### config.mk
export PLATFORM = sky130hd
export DESIGN_NAME = fetch_unit
export DESIGN_NICKNAME = d
export VERILOG_FILES = /design/src/rtl/fetch_unit.sv
export SDC_FILE = /design/constraint.sdc
export NUM_CORES = 1
export LEC_CHECK = 0
export BUFFER_PORTS_ARGS = -buffer_cell sky130_fd_sc_hd__buf_2
export CAP_MARGIN = 10
export CORE_UTILIZATION = 40
export CTS_CLUSTER_SIZE = 40
export DETAILED_ROUTE_END_ITERATION = 8
export GPL_TIMING_DRIVEN = 1
export PLACE_DENSITY_LB_ADDON = 0.1
export SLEW_MARGIN = 20
export SYNTH_ARGS = -nofsm -noshare
export SYNTH_HDL_FRONTEND = slang
export SYNTH_SLANG_ARGS = --single-unit
### constraint.sdc
create_clock -name clk -period 1.32 [get_ports clk]
set_input_delay 0.198 -clock clk [delete_from_list [all_inputs] [get_ports clk]]
set_output_delay 0.198 -clock clk [all_outputs]
set_load 0.02 [all_outputs]
### src/rtl/fetch_unit.sv
// Instruction-fetch stage: PC, IR, one-outstanding-read fetch FSM, halt/fault status.
// Optional: define FETCH_WRAP_TRAP_EN to make a PC wrap by increment/skip a sticky fault.
module fetch_unit #(
    parameter int OPC_W  = 3,
    parameter int ADDR_W = 5,
    parameter int INS_W  = OPC_W + ADDR_W
) (
    input  logic              clk,
    input  logic              rst,
    input  logic              pc_en,
    input  logic              pc_load,
    input  logic              jmp,
    input  logic              halt,
    input  logic              memIns_en,
    output logic              ins_re,
    output logic [ADDR_W-1:0] ins_addr,
    input  logic [INS_W-1:0]  ins_rdata,
    output logic [OPC_W-1:0]  opcode,
    output logic [ADDR_W-1:0] operand,
    output logic [ADDR_W-1:0] pc,
    output logic              ir_valid,
    output logic              halted,
    output logic              pc_fault
);

    typedef enum logic {
        S_IDLE,
        S_WAIT
    } state_t;

    state_t            state;
    state_t            state_nx;
    logic [INS_W-1:0]  ir;
    logic [INS_W-1:0]  ir_nx;
    logic              ir_valid_nx;
    logic [ADDR_W-1:0] pc_nx;
    logic [ADDR_W-1:0] step;
    logic              frozen;

    assign frozen   = halted | pc_fault;
    assign opcode   = ir[INS_W-1 -: OPC_W];
    assign operand  = ir[ADDR_W-1:0];
    assign ins_addr = rst ? '0 : pc;

    always_ff @(posedge clk) begin
        if (rst) begin
            state    <= S_IDLE;
            ir       <= '0;
            ir_valid <= 1'b0;
            pc       <= '0;
            halted   <= 1'b0;
        end else begin
            state    <= state_nx;
            ir       <= ir_nx;
            ir_valid <= ir_valid_nx;
            pc       <= pc_nx;
            halted   <= halted | halt;
        end
    end

    // A read already in WAIT always lands in IR, even once frozen.
    always_comb begin
        state_nx    = state;
        ins_re      = 1'b0;
        ir_nx       = ir;
        ir_valid_nx = 1'b0;
        case (state)
            S_IDLE: begin
                if (memIns_en && !frozen && !rst) begin
                    ins_re   = 1'b1;
                    state_nx = S_WAIT;
                end
            end
            S_WAIT: begin
                ir_nx       = ins_rdata;
                ir_valid_nx = 1'b1;
                state_nx    = S_IDLE;
            end
            default: state_nx = S_IDLE;
        endcase
    end

    always_comb begin
        pc_nx = pc;
        step  = pc_load ? ADDR_W'(2) : ADDR_W'(1);
        if (!frozen) begin
            if (pc_load && jmp) begin
                pc_nx = operand;
            end else if (pc_load || pc_en) begin
                pc_nx = pc + step;
            end
        end
    end

`ifdef FETCH_WRAP_TRAP_EN
    logic seq_upd;
    logic wrap;

    assign seq_upd = !frozen && (pc_load ? !jmp : pc_en);
    assign wrap    = seq_upd && (pc_nx < pc);

    always_ff @(posedge clk) begin
        if (rst) begin
            pc_fault <= 1'b0;
        end else begin
            pc_fault <= pc_fault | wrap;
        end
    end
`else
    assign pc_fault = 1'b0;
`endif

endmodule
# After elaboration in Yosys (flattened, before gate mapping)
# Cells that the tools add are included.
# totals
ff_bits,16
rom_bits,0
memories,0
word_cells,25
inputBits,15
latch_bits,0
mem_bits_rw,0
# classes
n_mul,0
bitwise,3
div,0
eq_ne,0
muxes,8
addsub,1
n_shift,0
magnitude_cmp,0
reduce_logical,8
# op_table
operator,n
2-to-1 mux 5 bit,3
adder 5 x 2 -> 5 bit,1
logical AND 1 bit,3
2-to-1 mux 1 bit,3
logical NOT 1 bit,2
2-to-1 mux 2 bit,1
inverter 1 bit,2
case mux 1 bit (2 select lines),1
AND reduction 2 bit,1
nonzero test 2 bit,1
logical OR 1 bit,1
OR 1 bit,1

# Logic depth before layout (Yosys ltp)
# depth
ltp_word,5
depth_mapped,8
ltp_nobuf,8

# Least setup slack after synthesis
# No wires, ideal clock.
# synth_path
path_kind,flip-flop to flip-flop
startpoint,register pc[0]
endpoint,register pc[4]
t_arrival_ns,1.572
setup_slack_ns,-0.326
setup_time_ns,0.075
path_stages_with_launch,8
path_cell_list,dfxtp_1 -> ha_1 -> inv_1 -> fa_1 -> nand3b_1 -> nor3_1 -> a21oi_1 -> o22ai_1
# synth_via
elab_chain_len,3
# synth_lines
element,line,text
"start, declared",20,"output logic [ADDR_W-1:0] pc,"
"start signal, assigned",56,pc <= pc_nx;
adder 5 x 2 -> 5 bit,90,pc_nx = pc + step;
2-to-1 mux 5 bit,89,end else if (pc_load || pc_en) begin
2-to-1 mux 5 bit,87,if (pc_load && jmp) begin
# No other way between the ends. The select of a mux whose other input is x is not followed.
# A chain may end at the register's enable or synchronous reset.

# Worst setup path in the final report
# Ends and elaborated chain as after synthesis.

==> metrics.txt <==
# TYPE chip_impl_metric gauge
chip_impl_info{name="status",value="complete, but fails checks"} 1
chip_impl_info{name="failed_checks",value="setup timing"} 1
chip_impl_info{name="tritoncts",value="done"} 1
chip_impl_metric{name="yosys_register_bits",unit=""} 16
chip_impl_metric{name="cts_htree_levels",unit=""} 1
chip_impl_metric{name="pwr_density_cell",unit="nW/um2"} 1000
chip_impl_metric{name="io_buffers",unit=""} 35
chip_impl_metric{name="die_h",unit="um"} 45.8
chip_impl_metric{name="total_iterations_of_the_first_detailed_routing_run",unit=""} 4
chip_impl_metric{name="gr-usage-all-layers",unit=""} 0.193
chip_impl_metric{name="synth_edf_count",unit=""} 0
chip_impl_metric{name="drv_cap",unit=""} 0
chip_impl_metric{name="fin_skew",unit="ps"} 0.877
chip_impl_metric{name="postLayoutCoreUtil",unit=""} 0.633
chip_impl_metric{name="grt_antenna_before_repair",unit=""} 0
chip_impl_metric{name="report.power.total",unit="mW"} 1.12
chip_impl_metric{name="synthesis.yosys.warnings",unit=""} 0
chip_impl_metric{name="post-route-period-util",unit=""} 1.10
chip_impl_metric{name="detail_route.vias_per_cell",unit=""} 4.97
chip_impl_metric{name="drt_drc_violations_left",unit=""} 0
chip_impl_info{name="end_kind",value="register"} 1
chip_impl_metric{name="avgSynthCellArea",unit="um2"} 8.83
chip_impl_metric{name="final_net_count",unit=""} 150
chip_impl_info{name="classification_of_the_worst_slack_hold_path",value="in -> reg"} 1
chip_impl_info{name="cell_types_with_the_largest_area_share_after_synthesis",value="sky130_fd_sc_hd__dfxtp_1 42%, sky130_fd_sc_hd__mux2i_1 10%, sky130_fd_sc_hd__nor2_1 7.8%, sky130_fd_sc_hd__ha_1 3.3%, sky130_fd_sc_hd__inv_1 2.9%"} 1
chip_impl_metric{name="grt_start_max_net_pins",unit=""} 15
chip_impl_info{name="root_buffer",value="sky130_fd_sc_hd__clkbuf_4"} 1
chip_impl_metric{name="path_clk_slew",unit="ps"} 90
chip_impl_metric{name="grt-ovfl-total",unit=""} 0
chip_impl_info{name="timing.setup.critical_path_class",value="reg -> reg"} 1
chip_impl_metric{name="cell_row_count",unit=""} 15
chip_impl_metric{name="clkSinkCount",unit=""} 16
chip_impl_metric{name="fp.dieW",unit="um"} 45.8
chip_impl_metric{name="synthArstFlopShare",unit=""} 0
chip_impl_metric{name="drt_iter0_drc",unit=""} 14
chip_impl_metric{name="worstRegToRegCells",unit=""} 6
chip_impl_metric{name="clock_latency",unit="ps"} 290
chip_impl_metric{name="count_of_antenna_diodes_in_the_layout",unit=""} 0
chip_impl_metric{name="critical_path_buf_inv_count",unit=""} 1
chip_impl_metric{name="place.gp.congestion",unit=""} 0.799
chip_impl_metric{name="hold_path_depth",unit=""} 3
chip_impl_metric{name="detailedPlacementHpwl",unit="um"} 1320
chip_impl_metric{name="ir_worst_vdd",unit="V"} 0.000732
chip_impl_metric{name="holdWs",unit="ps"} 111
chip_impl_metric{name="p_leak",unit="nW"} 0.521
chip_impl_metric{name="setup_ws",unit="ps"} -135
chip_impl_metric{name="cts_buffers",unit=""} 3
chip_impl_metric{name="fraction_of_layout_instances_using_a_drive_strength_above_1",unit=""} 0.504
chip_impl_metric{name="place_worst_setup_slack",unit="ps"} -245
chip_impl_metric{name="floorplan.initialDensity",unit=""} 0.435
chip_impl_metric{name="timing.final.setup_violations",unit=""} 4
chip_impl_metric{name="dr_total_vias",unit=""} 776
chip_impl_info{name="rsz_0062_raised_after_global_routing",value="true"} 1
chip_impl_metric{name="timing.final.hold_violations",unit=""} 0
chip_impl_metric{name="multi_input_area",unit="um2"} 438
chip_impl_metric{name="fillers",unit=""} 180
chip_impl_metric{name="io_count",unit=""} 37
chip_impl_info{name="top_ff_cell_synth",value="sky130_fd_sc_hd__dfxtp_1"} 1
chip_impl_metric{name="clk_path_buf_depth",unit=""} 2
chip_impl_metric{name="area.sequential",unit="um2"} 329
chip_impl_metric{name="wl_per_cell",unit="um"} 11.7
chip_impl_metric{name="worst-endpoint-required",unit="ps"} 1500
chip_impl_metric{name="synthDistinctLibCells",unit=""} 27
chip_impl_info{name="path_cells",value="ha_4, inv_2, fa_2, nand3b_1, a31oi_1, o22ai_1"} 1
chip_impl_metric{name="max_stage_delay",unit="ps"} 370
chip_impl_metric{name="post_synth_inst_count",unit=""} 87
chip_impl_metric{name="design.die.area",unit="um2"} 2100
chip_impl_info{name="worstHoldStart",value="halt"} 1
chip_impl_info{name="critical_path.reg2reg.endpoint",value="pc[4]$_SDFFE_PP0P_"} 1
chip_impl_info{name="timing.hold.worst_endpoint",value="halted$_SDFF_PP0_"} 1
chip_impl_metric{name="share_of_yosys_cell_area_claimed_by_the_top_area_cell_type",unit=""} 0.417
chip_impl_metric{name="synth.cell_area",unit="um2"} 768
chip_impl_metric{name="grt_first_pass_wirelength",unit="um"} 2890
chip_impl_metric{name="count_of_pins_over_their_slew_limit",unit=""} 0
chip_impl_metric{name="net_count_of_the_mapped_netlist",unit=""} 105
chip_impl_info{name="worst_r2r_startpoint",value="pc[0]$_SDFFE_PP0P_"} 1
chip_impl_metric{name="timing.critical_path.fanout_max",unit=""} 2
chip_impl_metric{name="via_count_of_the_first_global_routing_pass",unit=""} 685
chip_impl_info{name="startpoint_type",value="register"} 1
chip_impl_metric{name="final_design_area_no_fill",unit="um2"} 1120
chip_impl_metric{name="ff2ff_setup_slack",unit="ps"} -130
chip_impl_metric{name="synth-seq-area-share",unit=""} 0.417
chip_impl_info{name="path_delay_family",value="adder cells"} 1
chip_impl_metric{name="max_freq",unit="GHz"} 0.687
chip_impl_metric{name="flow.area_growth_from_synthesis",unit="%"} 45.3
chip_impl_metric{name="drt_wl_total",unit="um"} 1830
chip_impl_metric{name="timing.critical_path.arrival",unit="ps"} 1640
chip_impl_info{name="synth_top_area_cell",value="sky130_fd_sc_hd__dfxtp_1"} 1
chip_impl_info{name="cpMaxStageDelayCell",value="sky130_fd_sc_hd__dfxtp_4"} 1
chip_impl_metric{name="placement.cell_area",unit="um2"} 1020
chip_impl_metric{name="ant_nets",unit=""} 0
chip_impl_metric{name="coreArea",unit="um2"} 1760
chip_impl_metric{name="final_period_minus_worst_setup_slack",unit="ps"} 1450
==> sequential cells by signal, indices dropped and copies added, names as in the netlist <==
register  count
halted        1
ir            8
ir_valid      1
pc            5
state         1
==> tightest hold or removal path, stage by stage <==
cell and delay [ps]:
sky130_fd_sc_hd__buf_2 70, sky130_fd_sc_hd__nor2_1 30, sky130_fd_sc_hd__nor2_1 70
==> final cells by class <==
| type | instances | area share |
|---|---|---|
| multi-input combinational | 60 | 0.392 |
| sequential | 16 | 0.295 |
| timing repair buffer | 45 | 0.232 |
| clock buffer | 4 | 0.0325 |
| tap | 25 | 0.0280 |
| inverter | 6 | 0.0202 |
==> through the flow <==
stage / TNS (ps) / std cells
6_report: -307 / 156
5_1_grt: -556 / 156
4_1_cts: -210 / 154
3_5_place_dp: -488 / 149
3_3_place_gp: -365 / 149
2_1_floorplan: -197 / 87
==> routing by layer <==
metal  track usage  share of wire  vias up
li1              -              -      385
met1         0.248           0.44      348
met2         0.280           0.46       37
met3        0.0794          0.080        6
met4        0.0882          0.022        0
met5             0              0        -
==> layout by cell type, fill, tap and decap left out, drive strengths merged <==
master   n
o22ai    3
dfxtp   16
ha       2
and2     1
nor3     3
mux2i    8
buf     45
a21o     1
nor2b    2
inv      6
nor4b    2
o31a     1
o211ai   1
nor2    17
a21oi    3
conb     1
nand2    6
fa       1
nand3b   1
a311oi   1
or3      1
o21ba    1
o21ai    1
a31oi    3
clkbuf   4
==> cells in the mapped netlist (2+ instances only) <==
master                    instances
sky130_fd_sc_hd__nand2_1          6
sky130_fd_sc_hd__mux2i_1          8
sky130_fd_sc_hd__inv_1            6
sky130_fd_sc_hd__nor2_1          16
sky130_fd_sc_hd__nor2b_1          2
sky130_fd_sc_hd__dfxtp_1         16
sky130_fd_sc_hd__buf_2            3
sky130_fd_sc_hd__a31oi_1          3
sky130_fd_sc_hd__nor4b_1          2
sky130_fd_sc_hd__ha_1             2
sky130_fd_sc_hd__nor3_1           3
sky130_fd_sc_hd__o22ai_1          3
sky130_fd_sc_hd__a21oi_1          3
==> how the worst max path moves through the flow <==
stage,slack (ps),cells past startpoint,to,startpoint
2_1_floorplan,-160,7,pc[4]$_SDFFE_PP0P_,pc[0]$_SDFFE_PP0P_
3_3_place_gp,-200,9,pc[4]$_SDFFE_PP0P_,pc_load
3_5_place_dp,-240,9,pc[4]$_SDFFE_PP0P_,pc_load
4_1_cts,-130,6,pc[4]$_SDFFE_PP0P_,pc[0]$_SDFFE_PP0P_
5_1_grt,-190,7,pc[4]$_SDFFE_PP0P_,pc[0]$_SDFFE_PP0P_
6_report,-130,6,pc[4]$_SDFFE_PP0P_,pc[0]$_SDFFE_PP0P_
==> cells by family after synthesis <==
logic type,count (synthesis),share of synthesized area
adders and majority gates,3,0.0586
buffers and inverters,11,0.0733
DFF,16,0.417
AOI/OAI and AO/OA,15,0.138
and+or+nand+nor,33,0.204
other,1,0.00488
muxes,8,0.104
==> timing repair <==
action	in CTS	in global routing
resized for setup	1	10
buffers inserted	1	2
gates cloned	0	0
endpoints found under the setup margin	3	6
hold buffers	0	0
hold endpoints to repair	0	0
pin swaps	2	2
==> power breakdown <==
group | internal [mW] | total (mW) | leakage, nW | switching (mW)
Combinational | 0.122 | 0.263 | 0.368 | 0.141
Sequential | 0.509 | 0.530 | 0.133 | 0.0212
Clock | 0.168 | 0.327 | 0.0210 | 0.159
Note: power is estimated with default switching activity, not from simulation.
